==> config.mk <==
export PLATFORM = sky130hd
export DESIGN_NAME = fifo_drain_stream
export DESIGN_NICKNAME = d
export VERILOG_FILES = /design/src/rtl/fifo_drain_stream.sv
export SDC_FILE = /design/constraint.sdc
export NUM_CORES = 1
export LEC_CHECK = 0
export BUFFER_PORTS_ARGS = -buffer_cell sky130_fd_sc_hd__buf_2
export CAP_MARGIN = 5
export CORE_ASPECT_RATIO = 1.75
export CORE_MARGIN = 5
export CORE_UTILIZATION = 30
export DETAILED_ROUTE_END_ITERATION = 8
export GPL_TIMING_DRIVEN = 0
export SYNTH_ARGS = -nofsm -noshare
export SYNTH_HDL_FRONTEND = slang
export SYNTH_SLANG_ARGS = --single-unit
==> constraint.sdc <==
create_clock -name clk -period 3 [get_ports clk]
set_clock_uncertainty 0.1 [all_clocks]
set_input_delay 0.15 -clock clk [delete_from_list [all_inputs] [get_ports clk]]
set_output_delay 0.15 -clock clk [all_outputs]
set_load 0.05 [all_outputs]
==> src/rtl/fifo_drain_stream.sv <==
// fifo_drain_stream: drains an 8-bit synchronous FIFO into a valid/ready stream through a 2-entry buffer.
// Define FIFO_DRAIN_PARITY_EN to add the even-parity output m_parity.
module fifo_drain_stream #(
    parameter int DATA_W = 8,
    parameter int CNT_W  = 16
) (
    input  logic              clk,
    input  logic              rst,
    input  logic              enable,
    input  logic              fifo_empty,
    input  logic [DATA_W-1:0] fifo_data,
    output logic              fifo_rden,
    output logic              m_valid,
    output logic [DATA_W-1:0] m_data,
    input  logic              m_ready,
    output logic              busy,
`ifdef FIFO_DRAIN_PARITY_EN
    output logic              m_parity,
`endif
    output logic [CNT_W-1:0]  words_out
);
    typedef enum logic [1:0] {IDLE, RUN, STOP} state_t;
    state_t state, state_nxt;
    logic [1:0] occ;
    logic inflt, hd, pop;
    logic [DATA_W-1:0] mem [2];
    assign pop = m_valid & m_ready;
    assign m_valid = occ != 2'd0;
    assign m_data = m_valid ? mem[hd] : '0;
    assign busy = state != IDLE || occ != 2'd0 || inflt;
`ifdef FIFO_DRAIN_PARITY_EN
    assign m_parity = m_valid & ^m_data;
`endif
    // a read may only be issued if its word is guaranteed a buffer slot when it lands
    assign fifo_rden = !rst && state == RUN && enable && !fifo_empty &&
                       (3'(occ) + 3'(inflt) - 3'(pop) < 3'd2);
    always_comb begin
        state_nxt = state;
        state_nxt = state == IDLE ? (enable ? RUN : IDLE) :
                    state == RUN  ? (enable ? RUN : STOP) :
                    enable ? RUN : (occ == 2'd0 && !inflt) ? IDLE : STOP;
    end
    always_ff @(posedge clk) begin
        if (rst) begin
            state     <= IDLE;
            occ       <= 2'd0;
            inflt     <= 1'b0;
            hd        <= 1'b0;
            mem[0]    <= '0;
            mem[1]    <= '0;
            words_out <= '0;
        end else begin
            state <= state_nxt;
            inflt <= fifo_rden;
            if (inflt) mem[hd ^ occ[0]] <= fifo_data;
            if (pop) hd <= ~hd;
            occ       <= occ + 2'(inflt) - 2'(pop);
            words_out <= words_out + CNT_W'(pop);
        end
    end
endmodule

# Word-level counts from Yosys, hierarchy flattened
# Memory sizes are Yosys's and may differ from the RTL's. A register that Yosys moved wholly into a read port is not among the register bits.
# Index checks and enable logic that the tools add are counted.
[word_totals] regBits=22 mem_bits_rw=16 input_bits=13 out_inout_bits=27 elab_cells=48 n_memories=1
[mem_list] memory="mem" words=2 word_bits=8 rd=1 rd_clocked_by_memory_dff=1 wr=2 line_no="26" rtl="logic [DATA_W-1:0] mem [2];"
[op_classes] n_addsub=5 magnitude_cmp=1 n_eq_ne=1 mux=17 bitwise=3 n_reduce_logical=15
[op_table] op="adder 16 x 1 -> 16 bit" count=1
[op_table] op="two-way mux 8 bit" count=2
[op_table] op="two-way mux 1 bit" count=10
[op_table] op="two-way mux 2 bit" count=5
[op_table] op="OR reduction 8 bit" count=1
[op_table] op="logical AND 1 bit" count=5
[op_table] op="logical NOT 2 bit" count=2
[op_table] op="nonzero test 2 bit" count=2
[op_table] op="adder 2 x 1 -> 3 bit" count=1
[op_table] op="logical NOT 1 bit" count=3
[op_table] op="< comparator 3 x 2 -> 1 bit (second input constant)" count=1
[op_table] op="subtractor 3 x 1 -> 3 bit" count=1
[op_table] op="adder 2 x 1 -> 2 bit" count=1
[op_table] op="equality test 2 x 1 -> 1 bit (second input constant)" count=1
[op_table] op="logical OR 1 bit" count=2
[op_table] op="subtractor 2 x 1 -> 2 bit" count=1
[op_table] op="AND 1 bit" count=1
[op_table] op="NOT 1 bit" count=1
[op_table] op="XOR 1 bit" count=1

# Depth between registers and ports, before layout
# Gate-level depths: netlist of run 1.
[logic_depth] word_depth=6 mapped_depth=8 mapped_depth_nobuf=8

# Worst setup path after synthesis of run 1
# No wires, ideal clock.
[synth_path] kind="flip-flop to output port" start="register occ[1]" end="output port fifo_rden" arrival_ps=2333 t_required_ps=2750 slack_ps=417 stages_incl_launch_ff=9 path_buffers=0 path_cell_list="dfxtp_1 o21ai_0 inv_1 ha_1 inv_1 ha_1 fa_1 nor4b_1 and3_1"
[synth_via] elab_chain_cells=5 elab_cells_between_ends=6 cone_classes="add/sub (2); order compare (1); bitwise (1); reduce/logical (2)"
[synth_lines] item="start, declared" line_no="24" rtl="logic [1:0] occ;"
[synth_lines] item="start signal, assigned" line_no="57" rtl="occ <= occ + 2'(inflt) - 2'(pop);"
[synth_lines] item="nonzero test 2 bit" line_no="28" rtl="assign m_valid = occ != 2'd0;"
[synth_lines] item="AND 1 bit" line_no="27" rtl="assign pop = m_valid & m_ready;"
[synth_lines] item="net pop" line_no="25" rtl="logic inflt, hd, pop;"
[synth_lines] item="subtractor 3 x 1 -> 3 bit" line_no="36" rtl="(3'(occ) + 3'(inflt) - 3'(pop) < 3'd2);"
[synth_lines] item="< comparator 3 x 2 -> 1 bit" line_no="36"
[synth_lines] item="logical AND 1 bit" line_no="35" rtl="assign fifo_rden = !rst && state == RUN && enable && !fifo_empty &&"
[synth_lines] item="end, declared" line_no="12" rtl="output logic fifo_rden,"
# The timed path passes the listed nets, and every way through them passes these cells.

# Final worst setup path of run 1
# Same ends and word-level chain as after synthesis.

==> impl_results.md, run 1 <==
* DP Worst Slack at between 0.2 and 0.3 ns
* First-pass GRT wire length at ~6000 um
* Cts bufs inserted at 5
* DR WL/cell at between 10 and 15 um
* Hold depth at 2
* Cell count after synthesis at 168
* All-Layer GR Usage at 0.103
* Clock transition at path regs at approximately 0.08 ns
* Iter 0 DRT Violations at 59
* ANT nets after route at 0
* Post-Syn Area at 1770 um2
* CP endpoint kind: primary output
* Core area at roughly 5800 um2
* H-tree levels at 2
* Setup bufs post-CTS at 0
* Part of the power in registers at 0.394
* Routed vias at approximately 1,400
* Grt total ovfl at 0
* Fin cells at between 200 and 300
* PwrDens at between 700 and 800 nW/um2
* Max cap viols at 0
* Port Buffer Count at 39
* Post-Route WL at between 3000 and 4000 um
* Area growth, synth to finish at 24.2%
* Die width at between 60 and 70 um
* Peak VDD IR at about 0.19 mV
* FF-to-FF Start: occ[1]
* Synth cell types at 32
* Period minus WS final at 2.80 ns
* Clock share of power at 0.269
* # clock sinks at 39
* Highest Clock Rate at around 0.36 GHz
* Syn. warnings at 0
* Status: completed
* Combinational share of power at 0.337
* Sum Neg Setup Slack at 0 ns
* Design area at between 2000 and 2500 um2
* Hold path startpoint: fifo_data[7]
* Die Height at between 100 and 150 um
* Setup Viol. Count Final at 0
* FF-to-FF setup slack at ~0.75 ns
* Avg Cell Area, Syn at 10.5 um2
* Crit-path cells: o21ai_2, inv_1, ha_1, inv_1, ha_1, fa_1, nor4b_2, and3_1, clkbuf_4
* Slowest CP cell: fa_1
* Gpl congestion at 0.783
* P_sw at roughly 600 uW
* Worst slew pin tran at ~0.6 ns
* Worst R2R Path Depth at 7
* Via density at around 4.6
* Total die area at about 7600 um2
* Final Hold Vio Count at 0
* CTS tree: yes
* Post-layout util at 0.379
* Setup ws final at 0.198 ns
* Clock latency on the worst-skew pair at between 0.2 and 0.3 ns
* Period utilization at 0.934
* Critical Path Source Type: flop
* Reg2reg end: words_out[14]
* Hold Path End: mem[0][7]
* Setup CP Type: reg2out
* Initial antenna violation count at 0
* Max Root-Sink Buffers at 2
* Root Buffer: clkbuf_8
* Hold Crit Class: in2reg
* Cell Int Power at 995 uW
* Yosys reg bits at 39
* IO Pins at 40
* Switching Share at 0.375
* Worst EP arrival at approximately 2.6 ns
* Number of global-route vias before repair at about 1,300
* Post-synthesis sequential area ratio at 0.533
* Drt pass-1 iters at 4
* DPL Wire Length at between 2000 and 3000 um
* Ant diodes at 0
* Core Rows at 37
* Worst hold slack at 0.0494 ns
* Overall power at about 1.6 mW
* Largest net degree at the start of global routing at 14
* Most common cell after layout, fill and taps aside: buf_2
* Placed inst area at 2060 um2
* Placed cell count at approximately 290
* Bufs and invs on worst path at 3
* Worst EP required at 2.75 ns
* Max-slew violations at 0
* Leak at approximately 0.92 nW
* RSZ-0062 raised after global routing: no
* Mapped Nets at roughly 190
* Critical-path maximum fanout at 5
* CP max stage delay at approximately 0.47 ns
* Most frequent cells in the layout: buf_2 (39), dfxtp_1 (23), nor2_1 (21)
* Initial core utilization at 0.305
* Final nets at ~230
* CP top delay family: adder cells
* Share of cells above drive strength 1 at 0.278
* Rel. slew slack at 0.602
* # DRC at 0
-- power by group through the flow --
stage	combinational [mW]	clock (mW)	sequential, mW
global placement	0.529	0	0.636
detailed placement	0.536	0	0.637
global route	0.582	0.466	0.634
CTS	0.540	0.440	0.625
floorplan	0.402	0	0.649
finish	0.535	0.429	0.627
-- flip-flops by register name, indices dropped and copies added, names as in the netlist, named ones only --
signal,cells
mem,16
words_out,16
occ,2
state,2
hd,1
inflt,1
-- kinds of logic after synthesis --
| kind of cell | share of synthesized area |
|---|---|
| buffers and inverters | 0.0262 |
| and+or+nand+nor | 0.248 |
| AOI/OAI and AO/OA | 0.0531 |
| DFF | 0.533 |
| muxes | 0.0708 |
| xor gates and xnor gates | 0.0297 |
| adders and majority gates | 0.0397 |
-- synthesized netlist by cell type --
cell | number | area [um2]
nand4_1 | 4 | 25.0
nor4b_1 | 1 | 8.76
dfxtp_1 | 23 | 460
or3_2 | 2 | 15.0
o21ai_0 | 4 | 20.0
buf_2 | 1 | 5.00
xor2_1 | 5 | 43.8
nor2b_1 | 9 | 56.3
clkbuf_1 | 3 | 11.3
nor4_1 | 4 | 25.0
nand2_1 | 5 | 18.8
ha_1 | 4 | 50.1
edfxtp_1 | 16 | 480
mux2_2 | 4 | 45.0
fa_1 | 1 | 20.0
or4_1 | 4 | 30.0
inv_1 | 8 | 30.0
or3_1 | 1 | 6.26
nand3_1 | 3 | 15.0
o31ai_1 | 4 | 30.0
xnor2_1 | 1 | 8.76
nor2_1 | 21 | 78.8
nor3_1 | 1 | 5.00
a21oi_1 | 7 | 35.0
nand3_2 | 1 | 10.0
and3_1 | 2 | 12.5
or2_2 | 2 | 12.5
a2111oi_0 | 1 | 8.76
mux2i_1 | 8 | 80.1
nand4_2 | 1 | 12.5
nand2b_1 | 1 | 6.26
and2_1 | 16 | 100
-- area by class of cell --
| cell class | count | area [um2] |
|---|---|---|
| inverters | 8 | 30.0 |
| multi-input cells | 117 | 790 |
| fillers | 594 | 3590 |
| well taps | 78 | 97.6 |
| plain buffers | 4 | 16.3 |
| flip-flops and latches | 39 | 941 |
| clock buffers | 5 | 68.8 |
| clock inverters | 3 | 43.8 |
| repair buffers | 40 | 208 |
-- how the worst max path moves through the flow --
stage,slack (ns),cells after the start,endpoint,from
floorplan,0.42,8,fifo_rden,occ[1]
global placement,0.31,9,fifo_rden,occ[1]
detailed placement,0.26,9,fifo_rden,occ[0]
CTS,0.05,9,fifo_rden,occ[0]
global route,0.04,9,fifo_rden,occ[1]
finish,0.20,9,fifo_rden,occ[1]
-- layer usage --
metal / wire [um] / vias up / track usage
met4: 87 / 0 / 0.0518
met1: 1250 / 633 / 0.0964
li1: - / 682 / -
met2: 2030 / 35 / 0.191
met5: 0 / - / 0
met3: 212 / 6 / 0.0272
-- what timing repair did --
action                                  in CTS  in global routing
endpoints found under the setup margin       1                  1
hold buffers                                 1                  0
resized for setup                            1                  3
hold endpoints to repair                     1                  0
No activity file was read; power rests on OpenSTA's default activity.
==> run 2: changes to the inputs <==
MAX_ROUTING_LAYER = met4   (was default)
==> impl_results.md, run 2 (synthesis results as in run 1) <==
* Status: completed
* Initial core utilization at 0.305 (unchanged)
* Slowest CP cell: fa_1
* Area growth, synth to finish at 24.2% (unchanged)
* First-pass GRT wire length at 5900 um (+0.12%)
* Port Buffer Count at 39 (unchanged)
* Setup crit start: occ[1]
* Final Hold Vio Count at 0 (unchanged)
* Most common cell after layout, fill and taps aside: buf_2
* CP max stage delay at 0.47 ns (about the same)
* # clock sinks at 39 (unchanged)
* Design area at 2190 um2 (unchanged)
* Grt total ovfl at 0 (unchanged)
* FF-to-FF Start: occ[1]
* Largest regs: mem: 16 flops, words_out: 16 flops
* Rel. slew slack at 0.602 (about the same)
* Hold depth at 2 (unchanged)
* Post-layout util at 0.379 (unchanged)
* Via density at 4.61 (unchanged)
* Worst EP required at 2.75 ns (about the same)
* Critical-path maximum fanout at 5 (unchanged)
* Hold path startpoint: fifo_data[7]
* Initial antenna violation count at 0 (unchanged)
* Hold Crit Class: in2reg
* Clock latency on the worst-skew pair at 0.29 ns (about the same)
* Clock transition at path regs at 0.08 ns (about the same)
* DR WL/cell at 12.2 um (about the same)
* Setup ws final at 0.200 ns (+0.00187 ns)
* Iter 0 DRT Violations at 47 (-20%)
* Worst EP arrival at 2.55 ns (about the same)
* Max-slew violations at 0 (unchanged)
* ANT nets after route at 0 (unchanged)
* Routed vias at 1,356 (unchanged)
* Hold Path End: mem[0][7]
* CP endpoint kind: primary output
* Peak VDD IR at 0.188 mV (+0.14%)
* Largest net degree at the start of global routing at 14 (unchanged)
* Core Rows at 37 (unchanged)
* Gpl congestion at 0.794 (+1.4%)
* FF-to-FF setup slack at 0.75 ns (about the same)
* Post-Route WL at 3590 um (about the same)
* RSZ-0062 raised after global routing: no
* Cts bufs inserted at 5 (unchanged)
* DP Worst Slack at 0.263 ns (unchanged)
* Fillcell total at 594 (unchanged)
* Fin cells at 294 (unchanged)
* Drt pass-1 iters at 4 (unchanged)
* Final nets at 233 (unchanged)
* # DRC at 0 (unchanged)
* Die Height at 112 um (unchanged)
* Period minus WS final at 2.80 ns (-0.00187 ns)
* Number of global-route vias before repair at 1,268 (-0.079%)
* Die width at 68.0 um (unchanged)
* Worst slew pin tran at 0.597 ns (+0.0000492 ns)
* Max cap viols at 0 (unchanged)
* Reg2reg end: words_out[14]
* Crit-path cells: o21ai_2, inv_1, ha_1, inv_1, ha_1, fa_1, nor4b_2, and3_1, clkbuf_4
* Setup CP Type: reg2out
* CTS tree: yes
* Total die area at 7580 um2 (unchanged)
* Most frequent cells in the layout: buf_2 (39), dfxtp_1 (23), nor2_1 (21)
* Leak at 0.917 nW (unchanged)
* PwrDens at 725 nW/um2 (about the same)
* IO Pins at 40 (unchanged)
* Sum Neg Setup Slack at 0 ns (unchanged)
* DPL Wire Length at 2860 um (unchanged)
* Highest Clock Rate at 0.357 GHz (about the same)
* Core area at 5790 um2 (unchanged)
* Placed inst area at 2060 um2 (unchanged)
* H-tree levels at 2 (unchanged)
* Worst R2R Path Depth at 7 (unchanged)
* Root Buffer: clkbuf_8
* Share of cells above drive strength 1 at 0.278 (unchanged)
* Max Root-Sink Buffers at 2 (unchanged)
* Placed cell count at 285 (unchanged)
* All-Layer GR Usage at 0.106 (+0.00307)
* Setup Viol. Count Final at 0 (unchanged)
* Period utilization at 0.933 (about the same)
* Critical Path Source Type: flop
* Ant diodes at 0 (unchanged)
==> run 2: cell counts in the layout (fill, tap and decap cells not counted) <==
No cell type changed its count.
==> run 2: how the worst max path moves through the flow <==
stage / endpoint / slack [ns] / cells after the start
4_1_cts: fifo_rden / 0.05 / 9
6_report: fifo_rden / 0.20 / 9
3_3_place_gp: fifo_rden / 0.31 / 9
5_1_grt: fifo_rden / 0.04 / 9
3_5_place_dp: fifo_rden / 0.26 / 9
2_1_floorplan: fifo_rden / 0.42 / 8
==> run 2: layer usage <==
layer  vias up  track usage  wire length [um]
met4         0       0.0518                87
met2        35        0.191              2030
met5         -            -                 0
met1       634       0.0970              1260
met3         6       0.0272               212
li1        681            -                 -
==> run 2: worst max-delay path: cells and delay by family (launching register included) <==
family | cells | cell delay (ns)
compound gates | 1 | 0.19
flops | 1 | 0.37
buf+inv | 3 | 0.35
fa+ha+maj | 3 | 0.92
simple gates | 2 | 0.44
==> run 2: cell type report <==
cell class / count / area [um2] / area share
clock buffer: 5 / 68.8 / 0.0314
multi-input combinational: 117 / 790 / 0.360
tap: 78 / 97.6 / 0.0445
buffer: 4 / 16.3 / 0.00741
clock inverter: 3 / 43.8 / 0.0200
inverter: 8 / 30.0 / 0.0137
timing repair buffer: 40 / 208 / 0.0946
sequential: 39 / 941 / 0.429
==> run 2: timing repair <==
action | 4_1_cts | 5_1_grt
hold buffers | 1 | 0
setup buffers | 0 | 0
setup endpoints to repair | 1 | 1
endpoints found under the hold margin | 1 | 0
resized for setup | 1 | 3
==> run 2: stage by stage <==
step	hold WS (ns)	total power [mW]
floorplan	0.140	1.05
finish	0.0491	1.59
detailed placement	0.246	1.17
global route	0.0436	1.68
CTS	0.0441	1.61
global placement	0.244	1.16
==> run 2: power breakdown <==
group	switching [mW]	leakage [nW]	internal, mW
sequential	0.0339	0.351	0.593
clock	0.181	0.0581	0.248
combinational	0.381	0.507	0.154
==> run 3: changes to the inputs <==
CORE_UTILIZATION = 52   (was 30)
PLACE_DENSITY = 0.77   (was default)
==> impl_results.md, run 3 (synthesis results as in run 1) <==
* Period minus WS final at 2.84 ns (+0.0361 ns)
* Worst setup path endpoint: fifo_rden
* Die Height at 87.1 um (-22%)
* Critical-path maximum fanout at 5 (unchanged)
* DPL Wire Length at 2660 um (-7.0%)
* Worst EP arrival at 2.59 ns (+0.04 ns)
* Highest Clock Rate at 0.353 GHz (-1.3%)
* Design area at 2170 um2 (-0.97%)
* Cts bufs inserted at 5 (unchanged)
* Overall power at 1.67 mW (+5.2%)
* Core area at 3330 um2 (-42%)
* Reg2reg end: inflt
* CTS tree: yes
* Initial core utilization at 0.531 (+0.226)
* Setup bufs post-CTS at 0 (unchanged)
* # DRC at 0 (unchanged)
* All-Layer GR Usage at 0.171 (+0.0651)
* Sum Neg Setup Slack at 0 ns (unchanged)
* Combinational share of power at 0.324 (-0.012)
* Core Rows at 28 (-24%)
* CP endpoint kind: primary output
* Setup CP Type: reg2out
* Rel. slew slack at 0.617 (+0.0154)
* Area growth, synth to finish at 23.0%
* Clock transition at path regs at 0.07 ns (about the same)
* Most frequent cells in the layout: buf_2 (39), dfxtp_1 (23), nor2_1 (21)
* Max-slew violations at 0 (unchanged)
* Worst slew pin tran at 0.572 ns (-0.0252 ns)
* Ant diodes at 0 (unchanged)
* Worst EP required at 2.75 ns (about the same)
* Largest regs: mem: 16 flops, words_out: 16 flops
* # clock sinks at 39 (unchanged)
* Via density at 5.16 (+12%)
* IO Pins at 40 (unchanged)
* Root Buffer: clkbuf_8
* Final Hold Vio Count at 0 (unchanged)
* Initial antenna violation count at 0 (unchanged)
* Number of global-route vias before repair at 1,355 (+6.9%)
* Worst R2R Path Depth at 8 (+1)
* Total die area at 4710 um2 (-38%)
* First-pass GRT wire length at 5720 um (-3.0%)
* Die width at 54.1 um (-21%)
* Hold path startpoint: fifo_data[7]
* Switching Share at 0.353 (-0.0216)
* Max cap viols at 0 (unchanged)
* FF-to-FF setup slack at 0.76 ns (about the same)
* Reg area at 941 um2 (unchanged)
* Post-Route WL at 3420 um (-4.6%)
* H-tree levels at 2 (unchanged)
* Grt total ovfl at 0 (unchanged)
* Max Root-Sink Buffers at 2 (unchanged)
* P_sw at 591 uW (-0.85%)
* FF-to-FF Start: occ[1]
* Largest net degree at the start of global routing at 13 (-1)
* Area of the multi-input gates at 790 um2 (unchanged)
* Clock share of power at 0.301 (+0.031)
* Cell Int Power at 1.08 mW (+8.9%)
* Hold Crit Class: in2reg
* RSZ-0062 raised after global routing: no
* Leak at 0.924 nW (+0.79%)
* DR WL/cell at 13.1 um (+7.4%)
* Critical Path Source Type: flop
* Clock latency on the worst-skew pair at 0.28 ns (about the same)
* Fin cells at 261 (-11%)
* Period utilization at 0.945 (+0.0120)
* Iter 0 DRT Violations at 12 (-74%)
* Drt pass-1 iters at 4 (unchanged)
* ANT nets after route at 0 (unchanged)
* Routed vias at 1,346 (-0.74%)
* Gpl congestion at 0.823 (+3.7%)
* Placed cell count at 252 (-12%)
* Setup crit start: occ[1]
* Peak VDD IR at 0.537 mV (+190%)
* Status: completed
* Fillcell total at 280 (-53%)
* PwrDens at 770 nW/um2 (+6.2%)
* Share of cells above drive strength 1 at 0.273 (-0.00463)
* Placed inst area at 2020 um2 (-2.0%)
* Setup Viol. Count Final at 0 (unchanged)
* Final nets at 233 (unchanged)
* Port Buffer Count at 39 (unchanged)
* Part of the power in registers at 0.374 (-0.020)
* Most common cell after layout, fill and taps aside: buf_2
==> run 3: cell count changes in the layout (fill, tap and decap cells not counted) <==
| cell | delta |
|---|---|
| bufinv_16 | +1 |
| clkbuf_1 | +1 |
| clkinv_2 | -1 |
| clkinv_4 | -1 |
==> run 3: worst max-delay path: stages (launching register included) <==
cell	delay, ns
dfxtp_1	0.37
o21ai_2	0.19
inv_1	0.09
ha_1	0.28
inv_1	0.04
ha_1	0.19
fa_1	0.47
nor4b_2	0.27
and3_1	0.19
clkbuf_4	0.22
==> run 3: repair_timing <==
item / 4_1_cts / 5_1_grt
resized for setup: 1 / 3
gates cloned: 0 / 0
endpoints found under the setup margin: 1 / 1
hold endpoints to repair: 1 / 0
hold buffers: 1 / 0
==> run 3: area by class of cell <==
| class | instances | share of cell area |
|---|---|---|
| flip-flops and latches | 39 | 0.433 |
| multi-input cells | 117 | 0.363 |
| repair buffers | 40 | 0.0956 |
| clock buffers | 6 | 0.0334 |
| clock inverters | 2 | 0.0276 |
| well taps | 45 | 0.0259 |
| inverters | 8 | 0.0138 |
| plain buffers | 4 | 0.00748 |
==> run 3: worst min-delay path by stage <==
stage                end  depth (start not counted)
6_report       mem[0][7]                          2
3_5_place_dp    state[1]                          2
2_1_floorplan   state[1]                          1
3_3_place_gp    state[1]                          2
5_1_grt        mem[0][3]                          2
4_1_cts        mem[1][6]                          2
==> run 3: stage by stage <==
step	hold WS, ns	setup slack [ns]	utilization
floorplan	0.140	0.417	-
global placement	0.237	0.325	0.606
detailed placement	0.246	0.242	0.606
CTS	0.0504	0.0359	0.649
global route	0.0589	0.0289	0.653
finish	0.0545	0.164	0.653
==> run 3: power by group through the flow <==
stage | logic (mW) | clock network [mW] | registers, mW
after floorplan | 0.402 | 0 | 0.649
after CTS | 0.545 | 0.513 | 0.625
after detailed placement | 0.541 | 0 | 0.636
final | 0.543 | 0.504 | 0.627
after global placement | 0.522 | 0 | 0.634
after global routing | 0.591 | 0.536 | 0.632
==> run 3: per-layer routing <==
layer	track usage	share of wire	vias up
met5	-	0	-
met4	0.0680	0.020	0
met3	0.0463	0.050	8
met2	0.322	0.58	32
met1	0.149	0.35	627
li1	-	-	679
